<file path="src/rtl/input_conditioner.sv">
`default_nettype none
// +----------------------------------------------------------------------------+
// | Module   : input_conditioner                                               |
// | Brief    : 2-FF sync + per-channel debounce + rising-edge pulses for the   |
// |            crane operator inputs; mode register for main's mode_in.        |
// |            Macro INPUT_COND_MODE_LOCK_EN: mode_out loads only on write key.|
// | Revision : 1.0                                                             |
// +----------------------------------------------------------------------------+
module input_conditioner #(
  parameter int DEBOUNCE_CYCLES = 50000,
  parameter int CNT_W           = $clog2(DEBOUNCE_CYCLES)
) (
  input  logic       clk,
  input  logic       reset,
  input  logic       hooked_raw,
  input  logic       unhooked_raw,
  input  logic       write_raw,
  input  logic [1:0] mode_raw,
  output logic       hooked,
  output logic       unhooked,
  output logic       hooked_pulse,
  output logic       unhooked_pulse,
  output logic       write_pulse,
  output logic [1:0] mode_out,
  output logic       mode_valid,
  output logic       conflict
);

  localparam logic [CNT_W-1:0] c_CNT_MAX = CNT_W'(DEBOUNCE_CYCLES - 1);
  localparam int               c_NBIT    = 3;

  logic [c_NBIT-1:0] raw_bits;
  logic [c_NBIT-1:0] lvl_q;
  logic [c_NBIT-1:0] lvl_d;
  logic [c_NBIT-1:0] pulse_q;

  assign raw_bits = {write_raw, unhooked_raw, hooked_raw};

  // Scalar channels: bit 0 hooked, bit 1 unhooked, bit 2 write key
  for (genvar gi = 0; gi < c_NBIT; gi++) begin : g_bit
    logic             s1_q;
    logic             s2_q;
    logic             stable_q;
    logic             stable_d;
    logic [CNT_W-1:0] cnt_q;
    logic [CNT_W-1:0] cnt_d;

    always_comb begin
      stable_d = stable_q;
      cnt_d    = cnt_q;
      if (s2_q == stable_q) begin
        cnt_d = '0;
      end else if (cnt_q == c_CNT_MAX) begin
        stable_d = s2_q;
        cnt_d    = '0;
      end else begin
        cnt_d = cnt_q + CNT_W'(1);
      end
    end

    always_ff @(posedge clk or negedge reset) begin
      if (!reset) begin
        s1_q     <= 1'b0;
        s2_q     <= 1'b0;
        stable_q <= 1'b0;
        cnt_q    <= '0;
      end else begin
        s1_q     <= raw_bits[gi];
        s2_q     <= s1_q;
        stable_q <= stable_d;
        cnt_q    <= cnt_d;
      end
    end

    assign lvl_q[gi] = stable_q;
    assign lvl_d[gi] = stable_d;
  end

  // Mode selector is debounced as a whole vector; any non-stable value keeps the count running
  logic [1:0]       mode_s1_q;
  logic [1:0]       mode_s2_q;
  logic [1:0]       mode_stable_q;
  logic [1:0]       mode_stable_d;
  logic [CNT_W-1:0] mode_cnt_q;
  logic [CNT_W-1:0] mode_cnt_d;

  always_comb begin
    mode_stable_d = mode_stable_q;
    mode_cnt_d    = mode_cnt_q;
    if (mode_s2_q == mode_stable_q) begin
      mode_cnt_d = '0;
    end else if (mode_cnt_q == c_CNT_MAX) begin
      mode_stable_d = mode_s2_q;
      mode_cnt_d    = '0;
    end else begin
      mode_cnt_d = mode_cnt_q + CNT_W'(1);
    end
  end

  always_ff @(posedge clk or negedge reset) begin
    if (!reset) begin
      mode_s1_q     <= 2'b00;
      mode_s2_q     <= 2'b00;
      mode_stable_q <= 2'b00;
      mode_cnt_q    <= '0;
    end else begin
      mode_s1_q     <= mode_raw;
      mode_s2_q     <= mode_s1_q;
      mode_stable_q <= mode_stable_d;
      mode_cnt_q    <= mode_cnt_d;
    end
  end

  logic [1:0] mode_out_q;
  logic [1:0] mode_out_d;
  logic       mode_valid_q;
  logic       mode_valid_d;

`ifdef INPUT_COND_MODE_LOCK_EN
  always_comb begin
    mode_out_d   = mode_out_q;
    mode_valid_d = mode_valid_q;
    if (pulse_q[2]) begin
      mode_out_d   = mode_stable_q;
      mode_valid_d = 1'b1;
    end
  end
`else
  always_comb begin
    mode_out_d   = mode_stable_d;
    mode_valid_d = 1'b1;
  end
`endif

  always_ff @(posedge clk or negedge reset) begin
    if (!reset) begin
      pulse_q      <= '0;
      mode_out_q   <= 2'b00;
      mode_valid_q <= 1'b0;
    end else begin
      pulse_q      <= lvl_d & ~lvl_q;
      mode_out_q   <= mode_out_d;
      mode_valid_q <= mode_valid_d;
    end
  end

  assign hooked         = lvl_q[0];
  assign unhooked       = lvl_q[1];
  assign hooked_pulse   = pulse_q[0];
  assign unhooked_pulse = pulse_q[1];
  assign write_pulse    = pulse_q[2];
  assign mode_out       = mode_out_q;
  assign mode_valid     = mode_valid_q;
  assign conflict       = lvl_q[0] & lvl_q[1];

endmodule
`default_nettype wire

</file>
<file path="config.mk">
export PLATFORM = sky130hd
export DESIGN_NAME = input_conditioner
export DESIGN_NICKNAME = d
export VERILOG_FILES = /design/src/rtl/input_conditioner.sv
export SDC_FILE = /design/constraint.sdc
export NUM_CORES = 1
export LEC_CHECK = 0
export ABC_AREA = 1
export CORE_ASPECT_RATIO = 1.5
export CORE_UTILIZATION = 58
export CTS_CLUSTER_DIAMETER = 40
export CTS_CLUSTER_SIZE = 20
export DETAILED_ROUTE_END_ITERATION = 12
export GPL_TIMING_DRIVEN = 0
export HOLD_SLACK_MARGIN = 0.05
export MAX_ROUTING_LAYER = met4
export PLACE_DENSITY = 0.72
export REMOVE_ABC_BUFFERS = 1
export SLEW_MARGIN = 20
export SYNTH_ARGS = -nofsm -noshare
export SYNTH_HDL_FRONTEND = slang
export SYNTH_SLANG_ARGS = --single-unit
export TNS_END_PERCENT = 10
</file>
<file path="constraint.sdc">
create_clock -name clk -period 2.9 [get_ports clk]
set_input_delay 0.725 -clock clk [delete_from_list [all_inputs] [get_ports clk]]
set_output_delay 0.725 -clock clk [all_outputs]
set_load 0.02 [all_outputs]
</file>
==> impl_metrics.json <==
{
  "antenna_found_initial": 0,
  "max-vdd-ir-drop_v": 0.0003070,
  "synth_top_area_share": 0.4840,
  "yosys.area.top_type": "dfrtp_1",
  "rsz0062_at_grt": "no",
  "die-area_um2": 7754,
  "dp_hpwl_um": 5965,
  "numPortBuffers": 15,
  "setup_viol": 0,
  "clk_pin_slew_ns": 0.08,
  "grt_max_degree": 49,
  "ff_latch_area_um2": 2077,
  "cts_setup_buffers": 0,
  "synth-async-reset-ratio": 1.000,
  "ys_warn_count": 0,
  "whs_ns": 0.3223,
  "p_leak_nw": 2.205,
  "cp_max_fo": 5,
  "path_class": "reg -> out",
  "cts_hold_buf": 0,
  "p_clk_frac": 0.368,
  "fin_cells": 654,
  "start_util": 0.5978,
  "vias": 3341,
  "fin_worst_skew_ns": 0.007377,
  "period_needed_ns": 2.292,
  "synth-seq-area-share": 0.4840,
  "finalNetCount": 562,
  "cts-htree-levels": 3,
  "combPwrFrac": 0.061,
  "coreArea_um2": 7179,
  "critPathLaunchType": "register",
  "fin_crit_sh": 0.7905,
  "yosysMostFrequentCell": "nor2_1",
  "synth-seq-cells": 83,
  "overflow": 0,
  "drive_gt1_frac": 0.1209,
  "vias_per_cell": 5.109,
  "synth_common_cells": "124 x nor2_1, 96 x nand2_1, 83 x dfrtp_1",
  "ys.flop_type": "dfrtp_1",
  "cts_buffer_depth": 2,
  "timing.fmax_mhz": 436.2,
  "intPower_mw": 1.659,
  "drtAntennaViolNets": 0,
  "boundaryPins": 16,
  "run_status": "finished clean",
  "cts_root_buf": "clkbuf_8",
  "first_iter_violations": 140,
  "yosysUniqueCellTypes": 31,
  "p_sw_frac": 0.2352,
  "cp.arrival_ns": 1.57,
  "hold_path.class": "in -> async",
  "totalWireLength_um": 8067,
  "route.detailed.drc": 0,
  "cts_tree": "built",
  "die_y_um": 107.4,
  "cts_sinks": 83,
  "cts.repair.resized": 0,
  "die_x_um": 72.24,
  "required_ns": 2.17,
  "syn_inst": 524,
  "synth.avg_cell_area_um2": 8.190,
  "synth_edf_count": 0,
  "reg2reg_slack_ns": 1.44,
  "antenna_cells": 0,
  "synth.cell_area_um2": 4292,
  "multi_input_area_um2": 2008,
  "grt_pass1_wl_um": 14200,
  "p_total_mw": 2.169,
  "fillers": 609,
  "dp.cells": 640,
  "track_usage": 0.2450,
  "area_growth_pct": 11.25,
  "worst_skew_pair.late_latency_ns": 0.36,
  "layout_setup_ws_ns": 0.6076,
  "rows": 38,
  "cp-end-kind": "primary output",
  "max_cap_viol_count": 0,
  "dr.pass1.iters": 5,
  "seq_power_share": 0.571,
  "hold_viol": 0,
  "wl_per_cell_um": 12.33,
  "finalWeightedCongestion": 0.9139,
  "finalMaxSlewViolations": 0,
  "powerDensity_nw_per_um2": 454.2,
  "p_switching_uw": 510.0,
  "synth_area_leaders": "dfrtp_1 48%, nor2_1 11%, nand2_1 8.4%",
  "cts_buffers": 9,
  "grt_pass1_vias": 3159,
  "pre_cts_ws_ns": 0.9953
}
logic make-up (layout without fill, tap and decap cells):
logic type	count (synthesis)	count (layout)	share of synthesized area
DFF	83	83	0.4840
adders and majority gates	4	4	0.01166
xor gates and xnor gates	33	33	0.07260
other	1	1	0.0008738
buffers and inverters	55	85	0.04811
AOI/OAI and AO/OA	27	27	0.04053
and+or+nand+nor	321	321	0.3423
layout make-up:
type | instances | share of cell area
Clock buffer | 12 | 0.03040
Inverter | 55 | 0.04324
Multi-Input combinational cell | 386 | 0.4206
Timing Repair Buffer | 16 | 0.03669
Clock inverter | 2 | 0.007862
Sequential cell | 83 | 0.4350
Tap cell | 100 | 0.02621
through the flow:
step	setup TNS [ns]	instance area [um2]	utilization
after floorplan	0	4292	-
after global placement	-145.72	4567	0.6361
after detailed placement	0	4592	0.6396
after CTS	0	4775	0.6650
after global routing	0	4775	0.6650
final	0	4775	0.6650
cells in the final DEF, fill, tap and decap left out, types with 6 or more instances in the layout:
| cell type | synthesis | final |
|---|---|---|
| xor2_1 | 20 | 20 |
| nand2_2 | 10 | 10 |
| nand3_1 | 45 | 45 |
| nor2_1 | 124 | 124 |
| clkbuf_8 | 0 | 10 |
| nor3_1 | 6 | 6 |
| clkdlybuf4s50_1 | 0 | 14 |
| nand3_2 | 6 | 6 |
| a31oi_1 | 7 | 7 |
| xnor2_1 | 10 | 10 |
| nand4_1 | 8 | 8 |
| dfrtp_1 | 83 | 83 |
| inv_1 | 49 | 49 |
| inv_2 | 6 | 6 |
| nand2_1 | 96 | 96 |
| nor2_2 | 14 | 14 |
power by group through the flow:
stage               Combinational (mW)  Sequential [mW]  Clock [mW]
floorplan                       0.0813             1.25           0
global placement                 0.128             1.26           0
detailed placement               0.136             1.26           0
CTS                              0.137             1.24       0.822
global route                     0.156             1.25       0.877
finish                           0.133             1.24       0.797
routing by layer:
metal / up-vias / part of all wire / track usage
met5: - / 0 / -
met4: 0 / 0.018 / 0.08964
met3: 16 / 0.025 / 0.05618
met2: 50 / 0.51 / 0.3939
met1: 1572 / 0.45 / 0.3013
li1: 1703 / - / -
flip-flops by register name, summed over array words and instances (netlist names):
name	flops
g_bit.cnt_q	48
mode_cnt_q	16
g_bit.s1_q	3
g_bit.s2_q	3
pulse_q	3
mode_out	2
mode_s1_q	2
mode_s2_q	2
g_bit.stable_q	1
hooked	1
mode_valid	1
unhooked	1
path summary, 6_finish.rpt:
kind	startpoint	to	depth (start not counted)
worst min register to register	mode_s1_q[1]	mode_s2_q[1]	0
min in group clk	mode_s1_q[1]	mode_s2_q[1]	0
worst min-delay path	reset	mode_cnt_q[7]	1
worst max register to register	g_bit[2].cnt_q[0]	g_bit[2].cnt_q[8]	6
worst max-delay path	unhooked	conflict	3
max in group asynchronous	reset	g_bit[2].stable_q	2
worst max-delay path: stages, from the launching register on:
cell	delay, ns
dfrtp_1	0.49
nand2_1	0.08
inv_1	0.05
clkdlybuf4s50_1	0.59
Power figures use the tool's default switching activity.
